==> config.mk <==
export PLATFORM = sky130hd
export DESIGN_NAME = extclk_ctrl
export DESIGN_NICKNAME = d
export VERILOG_FILES = /design/src/rtl/extclk_pkg.sv /design/src/rtl/tog_watch.sv /design/src/rtl/extclk_ctrl.sv
export SDC_FILE = /design/constraint.sdc
export NUM_CORES = 1
export LEC_CHECK = 0
export BUFFER_PORTS_ARGS = -buffer_cell sky130_fd_sc_hd__clkbuf_2
export CORE_ASPECT_RATIO = 1.2
export CORE_MARGIN = 2
export CORE_UTILIZATION = 30
export DETAILED_ROUTE_END_ITERATION = 6
export HOLD_SLACK_MARGIN = 0.12
export SETUP_SLACK_MARGIN = 0.5
export SLEW_MARGIN = 5
export SYNTH_ARGS = -nofsm -noshare
export SYNTH_HDL_FRONTEND = slang
export SYNTH_SLANG_ARGS = --single-unit
==> constraint.sdc <==
create_clock -name clk -period 3.6 [get_ports clk]
set_input_delay 0.54 -clock clk [delete_from_list [all_inputs] [get_ports clk]]
set_output_delay 0.54 -clock clk [all_outputs]
set_load 0.005 [all_outputs]
==> src/rtl/extclk_pkg.sv <==
// Shared definitions for the external-clock sequencing controller:
// FSM state codes, default timing parameters and a sizing helper.
package extclk_pkg;

  typedef enum logic [2:0] {
    ST_NOSIG    = 3'd0,
    ST_DCMRST   = 3'd1,
    ST_WAITLOCK = 3'd2,
    ST_ZERO     = 3'd3,
    ST_RUN      = 3'd4
  } state_t;

  localparam int WATCH_DEF    = 64;
  localparam int RST_LEN_DEF  = 16;
  localparam int LOCK_TMO_DEF = 4096;
  localparam int ZERO_LEN_DEF = 8;

  localparam logic [7:0] FAIL_MAX = 8'hFF;

  function automatic int max3(input int a, input int b, input int c);
    int m;
    m = a;
    if (b > m) m = b;
    if (c > m) m = c;
    return m;
  endfunction

endpackage

==> src/rtl/tog_watch.sv <==
// Activity detector for the divided external toggle: 2-flop synchronizer,
// change detect, and a watch window that expires when toggles stop.
module tog_watch
  import extclk_pkg::*;
#(
  parameter int WATCH = WATCH_DEF
) (
  input  logic clk,
  input  logic reset,
  input  logic tog,
  output logic act
);

  localparam int AW = $clog2(WATCH + 1);

  // sync[0] and sync[1] form the synchronizer, sync[2] holds the previous value
  logic [2:0]    sync;
  logic [AW-1:0] act_cnt;
  logic          tog_edge;

  assign tog_edge = sync[1] ^ sync[2];
  assign act      = (act_cnt != '0);

  always_ff @(posedge clk) begin
    if (reset) begin
      sync    <= '0;
      act_cnt <= '0;
    end else begin
      sync <= {sync[1:0], tog};
      if (tog_edge)
        act_cnt <= AW'(WATCH - 1);
      else if (act_cnt != '0)
        act_cnt <= act_cnt - 1'b1;
    end
  end

endmodule

==> src/rtl/extclk_ctrl.sv <==
// Sequencer that brings up the external clock path: waits for activity,
// resets the DCM, waits for lock, zeroes the external counter, then runs.
//   state    | meaning
//   NOSIG    | no external activity, everything held in reset
//   DCMRST   | DCM reset pulse of RST_LEN cycles
//   WAITLOCK | DCM released, waiting up to LOCK_TMO cycles for lock
//   ZERO     | external counter reset pulse of ZERO_LEN cycles
//   RUN      | external clock valid, counter running
module extclk_ctrl
  import extclk_pkg::*;
#(
  parameter int WATCH    = WATCH_DEF,
  parameter int RST_LEN  = RST_LEN_DEF,
  parameter int LOCK_TMO = LOCK_TMO_DEF,
  parameter int ZERO_LEN = ZERO_LEN_DEF
) (
  input  logic       clk,
  input  logic       reset,
  input  logic       ext_tog,
  input  logic       dcm_locked,
  input  logic       sync_req,
  output logic       dcmreset,
  output logic       cnt_reset,
  output logic       cnt_inhibit,
  output logic       ext_ok,
  output logic       sync_ack,
  output logic [2:0] state,
  output logic [7:0] fail_cnt
);

  localparam int TW = $clog2(max3(RST_LEN, LOCK_TMO, ZERO_LEN) + 1);

  state_t        state_q, state_d;
  logic [TW-1:0] timer_q, timer_d;
  logic [1:0]    lock_sync;
  logic          locked;
  logic          act;
  logic          ack_d, fail_inc;
  logic          dcmreset_d, cnt_reset_d, cnt_inhibit_d, ext_ok_d;

  tog_watch #(.WATCH(WATCH)) u_tog_watch (
    .clk   (clk),
    .reset (reset),
    .tog   (ext_tog),
    .act   (act)
  );

  assign locked = lock_sync[1];
  assign state  = state_q;

  always_comb begin
    state_d  = state_q;
    ack_d    = 1'b0;
    fail_inc = 1'b0;
    case (state_q)
      ST_NOSIG: begin
        if (act) state_d = ST_DCMRST;
      end
      ST_DCMRST: begin
        if (!act)                state_d = ST_NOSIG;
        else if (timer_q == '0)  state_d = ST_WAITLOCK;
      end
      ST_WAITLOCK: begin
        if (!act)               state_d = ST_NOSIG;
        else if (locked)        state_d = ST_ZERO;
        else if (timer_q == '0) begin
          state_d  = ST_DCMRST;
          fail_inc = 1'b1;
        end
      end
      ST_ZERO: begin
        if (timer_q == '0) state_d = ST_RUN;
      end
      ST_RUN: begin
        // loss of signal wins over a pending re-zero request
        if (!act || !locked) state_d = ST_NOSIG;
        else if (sync_req) begin
          state_d = ST_ZERO;
          ack_d   = 1'b1;
        end
      end
      default: state_d = ST_NOSIG;
    endcase
  end

  // One timer serves every timed state; it is reloaded on each state entry.
  always_comb begin
    timer_d = timer_q;
    if (state_d != state_q) begin
      case (state_d)
        ST_DCMRST:   timer_d = TW'(RST_LEN - 1);
        ST_WAITLOCK: timer_d = TW'(LOCK_TMO - 1);
        ST_ZERO:     timer_d = TW'(ZERO_LEN - 1);
        default:     timer_d = '0;
      endcase
    end else if (timer_q != '0) begin
      timer_d = timer_q - 1'b1;
    end
  end

  always_comb begin
    dcmreset_d    = (state_d == ST_NOSIG) || (state_d == ST_DCMRST);
    cnt_reset_d   = (state_d == ST_NOSIG) || (state_d == ST_ZERO);
    cnt_inhibit_d = (state_d != ST_RUN);
    ext_ok_d      = (state_d == ST_RUN);
  end

  always_ff @(posedge clk) begin
    if (reset) begin
      state_q     <= ST_NOSIG;
      timer_q     <= '0;
      lock_sync   <= '0;
      fail_cnt    <= '0;
      dcmreset    <= 1'b1;
      cnt_reset   <= 1'b1;
      cnt_inhibit <= 1'b1;
      ext_ok      <= 1'b0;
      sync_ack    <= 1'b0;
    end else begin
      state_q     <= state_d;
      timer_q     <= timer_d;
      lock_sync   <= {lock_sync[0], dcm_locked};
      dcmreset    <= dcmreset_d;
      cnt_reset   <= cnt_reset_d;
      cnt_inhibit <= cnt_inhibit_d;
      ext_ok      <= ext_ok_d;
      sync_ack    <= ack_d;
      if (fail_inc && (fail_cnt != FAIL_MAX))
        fail_cnt <= fail_cnt + 8'd1;
    end
  end

endmodule

After elaboration in Yosys (flattened, before gate mapping):

Cells that the tools add are included.

* logic and storage cells: 63
* output and inout bits: 16
* register bits after elaboration: 41
* bits of input ports: 5

* bitwise gates (word level): 2
* equal/unequal tests: 11
* reductions and logical operators: 15
* muxes and demuxes: 20
* $add $sub $neg: 3

Operators by type and width (number)
* $pmux 12 s3: 1
* $mux 3: 9
* $mux 13: 2
* $pmux 3 s5: 1
* $logic_not 13->1: 1
* $reduce_bool 13->1: 1
* $sub 13x1->13 const B: 1
* $eq 3x2->1 const B: 4
* $mux 6: 2
* $add 8x1->8 const B: 1
* $ne 8x8->1 const B: 1
* $reduce_bool 7->1: 1
* $sub 7x1->7 const B: 1
* $eq 3x1->1 const B: 2
* $eq 3x3->1 const B: 2
* $logic_not 3->1: 2
* $mux 1: 5
* $reduce_bool 2->1: 2
* $logic_or 1x1->1: 3
* $ne 3x3->1: 1
* $ne 3x3->1 const B: 1
* $reduce_or 3->1: 1
* $logic_not 1->1: 2
* $reduce_or 2->1: 1
* other kinds (3): 3

Depth between registers and ports, before layout:

Gate-level depths: netlist (run 1).

* depth in word-level cells: 8
* gate-level depth with buffers: 9
* gate-level depth less buffers: 8

By module:

A second synthesis (run 1) with hierarchy kept.

* cell total of the unflattened synthesis: 232
* area, all modules: 2113.3 um2

Modules (own cells, without submodules)
* extclk_ctrl: times used 1, seq. area each 620.6 um2, area an instance 1634.1 um2, cells an instance 180
* tog_watch: times used 1, seq. area each 200.2 um2, area an instance 479.2 um2, cells an instance 52

Least setup slack after synthesis (run 1):

Ideal clock, no wire load.

* path kind: reg-to-reg
* from: register timer_q[0]
* to: register timer_q[10]
* period minus slack after synthesis: 2.116 ns
* setup time: 0.070 ns
* arrival: 2.046 ns
* buffers on the path: 1
* cell stages (with the launch flop): 10
* required time: 3.530 ns
* slack: 1.484 ns
* path through: dfxtp_1 inv_1 ha_1 nor3b_2 and4_4 buf_6 or3_4 a211oi_4 o21ai_4 a21oi_1

* cells in the longest elaborated chain, start to end: 8
* elaborated cells on any way between the ends: 18
* those cells by class: 1 x add/sub; 4 x eq/ne; 10 x mux; 3 x reduce/logical

Ends and longest elaborated chain
* from (decl): line extclk_ctrl.sv:34 `logic [TW-1:0] timer_q, timer_d;`
* from (signal assigned): line extclk_ctrl.sv:121 `timer_q <= timer_d;`
* $logic_not 13->1: line extclk_ctrl.sv:61, extclk_ctrl.sv:66, extclk_ctrl.sv:72
* $mux 3: line extclk_ctrl.sv:66 `else if (timer_q == '0) begin`
* $mux 3: line extclk_ctrl.sv:65 `else if (locked) state_d = ST_ZERO;`
* $mux 3: line extclk_ctrl.sv:64 `if (!act) state_d = ST_NOSIG;`
* $pmux 3 s5: line extclk_ctrl.sv:55 `case (state_q)`
* $eq 3x2->1 or $eq 3x1->1 (tied branches): line extclk_ctrl.sv:90 `case (state_d)`
* $pmux 12 s3: line extclk_ctrl.sv:90
* $mux 13: line extclk_ctrl.sv:89 `if (state_d != state_q) begin`

Several ways; a longest one is shown, not always the timed one. The select of a mux whose other input is x is not followed.
A chain may end at the register's enable or synchronous reset.

Worst setup path in the final report (run 1):

* from: register timer_q[0]
* to: register timer_q[7]

The elaborated chain is that of the path after synthesis.

==> summary.md, run 1 <==
| Metric | Value |
|---|---|
| CP required | `around 3800 ps` |
| Fin. Hold Viols | `0` |
| Library cells used by synthesis | `between 50 and 60` |
| Clk slew on worst S/H paths | `80 ps` |
| Status | `complete, no violations` |
| Fin crit period | `2446 ps` |
| PnR worst setup slack | `roughly 1200 ps` |
| Die Footprint | `about 7200 sq um` |
| Total iterations of the first detailed-routing run | `4` |
| Least-Margin Pin Slew | `between 700 and 800 ps` |
| HPWL after DPL | `2813 microns` |
| Mapped Area | `between 1500 and 2000 sq um` |
| Drt wl/cell | `around 12 microns` |
| VDD IR max | `roughly 0.33 mV` |
| Clk_skew | `5.001 ps` |
| Critical Path End Type | `register` |
| Post-CTS Repair Setup Buffers | `0` |
| Cell area after layout | `2237 sq um` |
| Post-synth EDFFs | `0` |
| Sink Count | `between 40 and 50` |
| Total power density per cell area | `790.7 nW/um^2` |
| Arrival @ worst endpoint | `around 2600 ps` |
| Global-route wire length before repair | `approximately 6400 microns` |
| Core area | `~6400 sq um` |
| Vias in the first global route | `approximately 1,400` |
| Register area share after synthesis | `0.4202` |
| Layout cells sized above 1 | `0.1861` |
| Setup violators final | `0` |
| Placed Instances | `308` |
| Initial core utilization | `0.3068` |
| Startpoint types | `register` |
| Fmax achieved | `around 400 MHz` |
| Rel. slew slack | `0.4631` |
| Worst slack at placement | `between 1000 and 1500 ps` |
| Post-CTS Hold Buffers | `0` |
| Main synth FF type | `dfxtp_1` |
| Worst-Skew Late Latency | `between 200 and 300 ps` |
| Post-synth net total | `216` |
| Leak | `0.0008763 uW` |
| FP Rows | `32` |
| TNS Setup | `0 ps` |
| Fin. max-slew vios | `0` |
| Vias after detailed routing | `between 1,500 and 2,000` |
| DRC | `0` |
| Clk buf depth | `2` |
| Asr flop ratio synth | `0` |
| IO buf count | `20` |
| Overall die width | `between 70 and 80 microns` |
| Total track usage | `0.1113` |
| Drt via density | `slightly below 5` |
| Post-place instance area | `2136 sq um` |
| DRT Wirelength | `around 3900 microns` |
| Clock tree from TritonCTS | `yes` |
| Worst min-delay path class | `reg2reg` |
| Cell count after synthesis | `207` |
| CTS resizes | `0` |
| ANT nets after route | `0` |
| Fin nets | `239` |
| Setup Crit Path Kind | `reg2reg` |
| Seq cells post-synth | `41` |
| Period utilization | `0.6795` |
| Post-Syn Area per Cell | `~9.4 sq um` |
| Area Overhead vs Synth | `14.54%` |
| Initial antenna violation count | `0` |
| # fillers | `about 660` |
| Cts bufs inserted | `5` |
| Worst Path Max Fanout | `8` |
| Gr ovfl total | `0` |
| IO Pins | `21` |
| Starting DRT DRC Count | `40` |
| Gpl congestion | `just over 0.8` |
| Root Buffer Master | `clkbuf_8` |
| YS warnings | `0` |
| Max_cap viols | `0` |
| RSZ-0062 raised after global routing | `no` |
| CTS H-tree depth | `2` |
| # diodes | `0` |
| Layout Cells excl Fill | `approximately 320` |
| Chip height | `92.39 microns` |
| Hold WS | `446.8 ps` |
| Largest net degree at the start of global routing | `24` |
report_power, final:
| part | switching [uW] | internal (uW) |
|---|---|---|
| sequential | 120 | 557 |
| clock | 154 | 173 |
| combinational | 421 | 344 |
cell type report:
type                            instances  area [sq um]  area share
Clock buffer                            7         96.34     0.04306
Clock inverter                          1         5.005    0.002237
Inverter                                9         33.78     0.01510
Multi-Input combinational cell        153          1075      0.4804
Sequential cell                        41         820.8      0.3669
Tap cell                               85         106.4     0.04754
Timing Repair Buffer                   20         100.1     0.04474
final timing paths:
check               start            to  slack, ps  depth (start not counted)
min          lock_sync[0]  lock_sync[1]        450                          1
max            timer_q[0]    timer_q[7]       1150                          8
min reg2reg  lock_sync[0]  lock_sync[1]        450                          1
max reg2reg    timer_q[0]    timer_q[7]       1150                          8
Yosys cell counts (2+ instances only):
cell type	count	area share
nor4_4	2	0.022
clkbuf_1	2	0.0038
and4_1	2	0.0090
dfxtp_1	41	0.42
ha_1	4	0.026
nor2_1	17	0.033
o21ai_0	3	0.0077
a211o_1	3	0.013
nor4_1	2	0.0064
nand3_1	3	0.0077
nand4_1	7	0.022
xnor2_1	11	0.049
nor3_2	2	0.010
nand2_1	15	0.029
xor2_1	13	0.058
clkinv_1	2	0.0038
nor3_1	3	0.0077
nor2b_1	8	0.026
nor3b_2	2	0.013
o21ai_1	2	0.0051
and3_1	4	0.013
and2_1	5	0.016
a21oi_1	20	0.051
inv_1	6	0.012
sequential cells by signal (all words and copies together) (netlist names):
signal,flops
timer_q,13
fail_cnt,8
u_tog_watch.act_cnt,7
state,3
u_tog_watch.sync,3
lock_sync,2
cnt_inhibit,1
cnt_reset,1
dcmreset,1
ext_ok,1
sync_ack,1
cell usage in the layout (no fill, tap or decap), types with 4 or more instances in the layout:
cell       n
a21oi_1   20
and2_1     5
and3_1     4
clkbuf_2  20
clkbuf_8   7
dfxtp_1   41
ha_1       4
inv_1      6
nand2_1   15
nand4_1    7
nor2_1    17
nor2b_1    8
xnor2_1   11
xor2_1    13
metal layers:
| metal | global-route usage | wire, microns | up-vias |
|---|---|---|---|
| li1 | - | - | 779 |
| met1 | 0.1261 | 1754 | 726 |
| met2 | 0.1940 | 1950 | 17 |
| met3 | 0.03021 | 93 | 6 |
| met4 | 0.04911 | 58 | 0 |
| met5 | 0 | 0 | - |
cells by family (layout without fill, tap and decap cells):
| family | count (synthesis) | in the layout | share of synthesized area |
|---|---|---|---|
| adder cells (fa/ha/maj) | 4 | 4 | 0.02563 |
| buffers and inverters | 13 | 37 | 0.02947 |
| multiplexers | 2 | 2 | 0.01089 |
| flip-flops | 41 | 41 | 0.4202 |
| XOR/XNOR | 24 | 24 | 0.1076 |
| AO/OA/AOI/OAI | 42 | 42 | 0.1531 |
| AND/OR/NAND/NOR | 81 | 81 | 0.2530 |
stage by stage:
stage               total power, uW    util
floorplan                      1299       -
global placement               1437  0.3355
detailed placement             1452  0.3355
CTS                            1789  0.3514
global route                   1891  0.3514
finish                         1769  0.3514
critical path, cell delays in order, from the launching register on:
cell,delay [ps]
dfxtp_1,330
inv_1,100
ha_1,190
nor3b_2,490
nand4_1,260
a221oi_2,490
a211oi_4,130
o21ai_4,270
a21oi_1,70
Power figures use the tool's default switching activity.
==> inputs of run 2 (changes only) <==
- clock period: 3.6 -> 2.2 ns (I/O delays scaled with it)
==> summary.md, run 2 (synthesis results as in run 1) <==
| Metric | Value |
|---|---|
| Post-CTS Hold Buffers | `0 (unchanged)` |
| Fmax achieved | `488.4 MHz (+19%)` |
| Multi-input logic area | `1316 sq um (+22%)` |
| Initial core utilization | `0.3068 (unchanged)` |
| Gr ovfl total | `0 (unchanged)` |
| Status | `complete, no violations` |
| Register area | `827.0 sq um (+0.76%)` |
| Root Buffer Master | `clkbuf_8` |
| Fin nets | `274 (+15%)` |
| Largest register FFs | `13 (unchanged)` |
| Final Util | `0.4346 (+0.08314)` |
| Layout Cells excl Fill | `350 (+11%)` |
| Worst min-delay path class | `in2reg` |
| Overall die width | `77.66 microns (unchanged)` |
| R2R setup slack | `150 ps (-1000 ps)` |
| Reg2Reg Depth | `8 (unchanged)` |
| TNS Setup | `0 ps (unchanged)` |
| Cts bufs inserted | `5 (unchanged)` |
| Largest reg by FF count | `timer_q` |
| # fillers | `610 (-7.3%)` |
| Rel. slew slack | `0.6071 (+0.1440)` |
| VDD IR max | `0.4980 mV (+49%)` |
| CP required | `2370 ps (-1400 ps)` |
| Max_cap viols | `0 (unchanged)` |
| Starting DRT DRC Count | `43 (+7.5%)` |
| Endpoint, Worst Hold | `u_tog_watch.sync[0]` |
| Clock network fraction of design power | `0.132 (-0.053)` |
| Fin crit period | `2048 ps (-398.7 ps)` |
| DRT Wirelength | `4705 microns (+22%)` |
| Total iterations of the first detailed-routing run | `4 (unchanged)` |
| Reg2reg start | `u_tog_watch.act_cnt[0]` |
| Gate power share | `0.568 (+0.135)` |
| Period utilization | `0.9307 (+0.2512)` |
| Chip height | `92.39 microns (unchanged)` |
| Delay of the slowest critical-path stage | `380 ps (-110 ps)` |
| Commonest non-fill, non-tap cells in the layout | `dfxtp_1 (36), buf_4 (26), clkbuf_2 (20), nor2_1 (17), xor2_1 (12)` |
| Largest net degree at the start of global routing | `23 (-4.2%)` |
| Area Overhead vs Synth | `41.64%` |
| IO buf count | `20 (unchanged)` |
| Gpl congestion | `0.7922 (-2.7%)` |
| CTS H-tree depth | `2 (unchanged)` |
| DRC | `0 (unchanged)` |
| Setup violators final | `0 (unchanged)` |
| Layout cells sized above 1 | `0.4415 (+0.2554)` |
| RSZ-0062 raised after global routing | `yes` |
| Least-Margin Pin Slew | `587.9 ps (-197.1 ps)` |
| Clk slew on worst S/H paths | `80 ps (about the same)` |
| IO Pins | `21 (unchanged)` |
| Crit-path slowest cell | `a221oi_4` |
| # diodes | `0 (unchanged)` |
| HP Start | `ext_tog` |
| Sink Count | `41 (unchanged)` |
| Clk_skew | `5.128 ps (+0.1262 ps)` |
| Crit-path cells | `inv_2, ha_4, nor3b_4, nand2_2, a221oi_4, a211oi_4, o21ai_4, a21oi_1` |
| Global-route wire length before repair | `7479 microns (+17%)` |
| ANT nets after route | `0 (unchanged)` |
| Pwr Total | `3720 uW (+110%)` |
| Total track usage | `0.1285 (+0.01715)` |
| Worst Path Max Fanout | `8 (unchanged)` |
| Arrival @ worst endpoint | `2220 ps (-400 ps)` |
| R2r endpoint | `timer_q[7]` |
| Min-Delay Path Depth | `2 (+1)` |
| Clk buf depth | `2 (unchanged)` |
| Die Footprint | `7174 sq um (unchanged)` |
| Internal power | `2237 uW (+110%)` |
| Drt via density | `4.920 (+1.7%)` |
| HPWL after DPL | `2891 microns (+2.8%)` |
| FP Rows | `32 (unchanged)` |
| Initial antenna violation count | `0 (unchanged)` |
| Sw Ratio | `0.3985 (+0.005994)` |
| Worst-Skew Late Latency | `290 ps (about the same)` |
| Core area | `6366 sq um (unchanged)` |
| Placed Instances | `316 (+2.6%)` |
| Flop pwr share | `0.300 (-0.083)` |
| Critical Path End Type | `register` |
| Vias after detailed routing | `1,722 (+13%)` |
| Fin. max-slew vios | `0 (unchanged)` |
| Vias in the first global route | `1,660 (+16%)` |
| Setup Crit Path Kind | `reg2reg` |
| Commonest non-fill, non-tap cell in the layout | `dfxtp_1` |
| Drt wl/cell | `13.44 microns (+10%)` |
| Leak | `0.001087 uW (+24%)` |
| Clock tree from TritonCTS | `yes` |
| Largest regs | `timer_q: 13 flops, fail_cnt: 8 flops, u_tog_watch.act_cnt: 7 flops` |
| Total power density per cell area | `1345 nW/um^2 (+70%)` |
| Fin. Hold Viols | `0 (unchanged)` |
| NetSw | `1482 uW (+110%)` |
| Startpoint types | `register` |
## run 2: changes by cell type in the layout (fill, tap and decap cells not counted), sizes merged
cell    change
buf        +35
clkinv      -1
## run 2: timing repair
item,CTS,global route
pin swaps,16,15
resized for setup,32,21
setup buffers,17,10
endpoints found under the setup margin,30,31
## run 2: metal layers
layer	share of wire	GRT usage
met4	0.020	0.05060
met3	0.028	0.02729
met5	0	0
met2	0.54	0.2349
met1	0.41	0.1434
## run 2: how the worst max path moves through the flow
| stage | start | end | slack (ps) | depth (start not counted) |
|---|---|---|---|---|
| 6_report | u_tog_watch.act_cnt[0] | timer_q[7] | 150 | 8 |
| 5_1_grt | state[0] | timer_q[12] | 70 | 8 |
| 4_1_cts | u_tog_watch.act_cnt[0] | timer_q[8] | 170 | 8 |
| 3_5_place_dp | u_tog_watch.act_cnt[0] | timer_q[8] | 30 | 8 |
| 3_3_place_gp | timer_q[0] | timer_q[11] | 90 | 8 |
| 2_1_floorplan | timer_q[0] | timer_q[10] | 180 | 9 |
## run 2: cell type report
type,instances,share of cell area
clock buffer,7,0.03121
inverter,9,0.01221
multi-input combinational,153,0.4758
sequential,41,0.2990
tap,85,0.03844
timing repair buffer,55,0.1434
## run 2: critical path, delay by kind of cell, from the launching register on
family,cells,cell delay [ps]
flops,1,330
compound gates,4,880
buf+inv,1,70
fa+ha+maj,1,140
simple gates,2,510
## run 2: power by group through the flow
stage	clock network (uW)	registers, uW	logic, uW
after floorplan	0	1090	1110
after global placement	0	1120	1370
after detailed placement	0	1120	1390
after CTS	505	1120	1800
after global routing	527	1140	2300
final	491	1120	2110
## run 2: metrics by stage
step / setup WS (ps) / hold WS (ps) / instance area [sq um]
6_report: 152.4 / 249.8 / 2766
2_1_floorplan: 184.7 / 413.8 / 2013
4_1_cts: 170.1 / 247.8 / 2613
3_5_place_dp: 32.85 / 428.4 / 2256
5_1_grt: 71.77 / 250.2 / 2766
3_3_place_gp: 94.64 / 416.8 / 2256
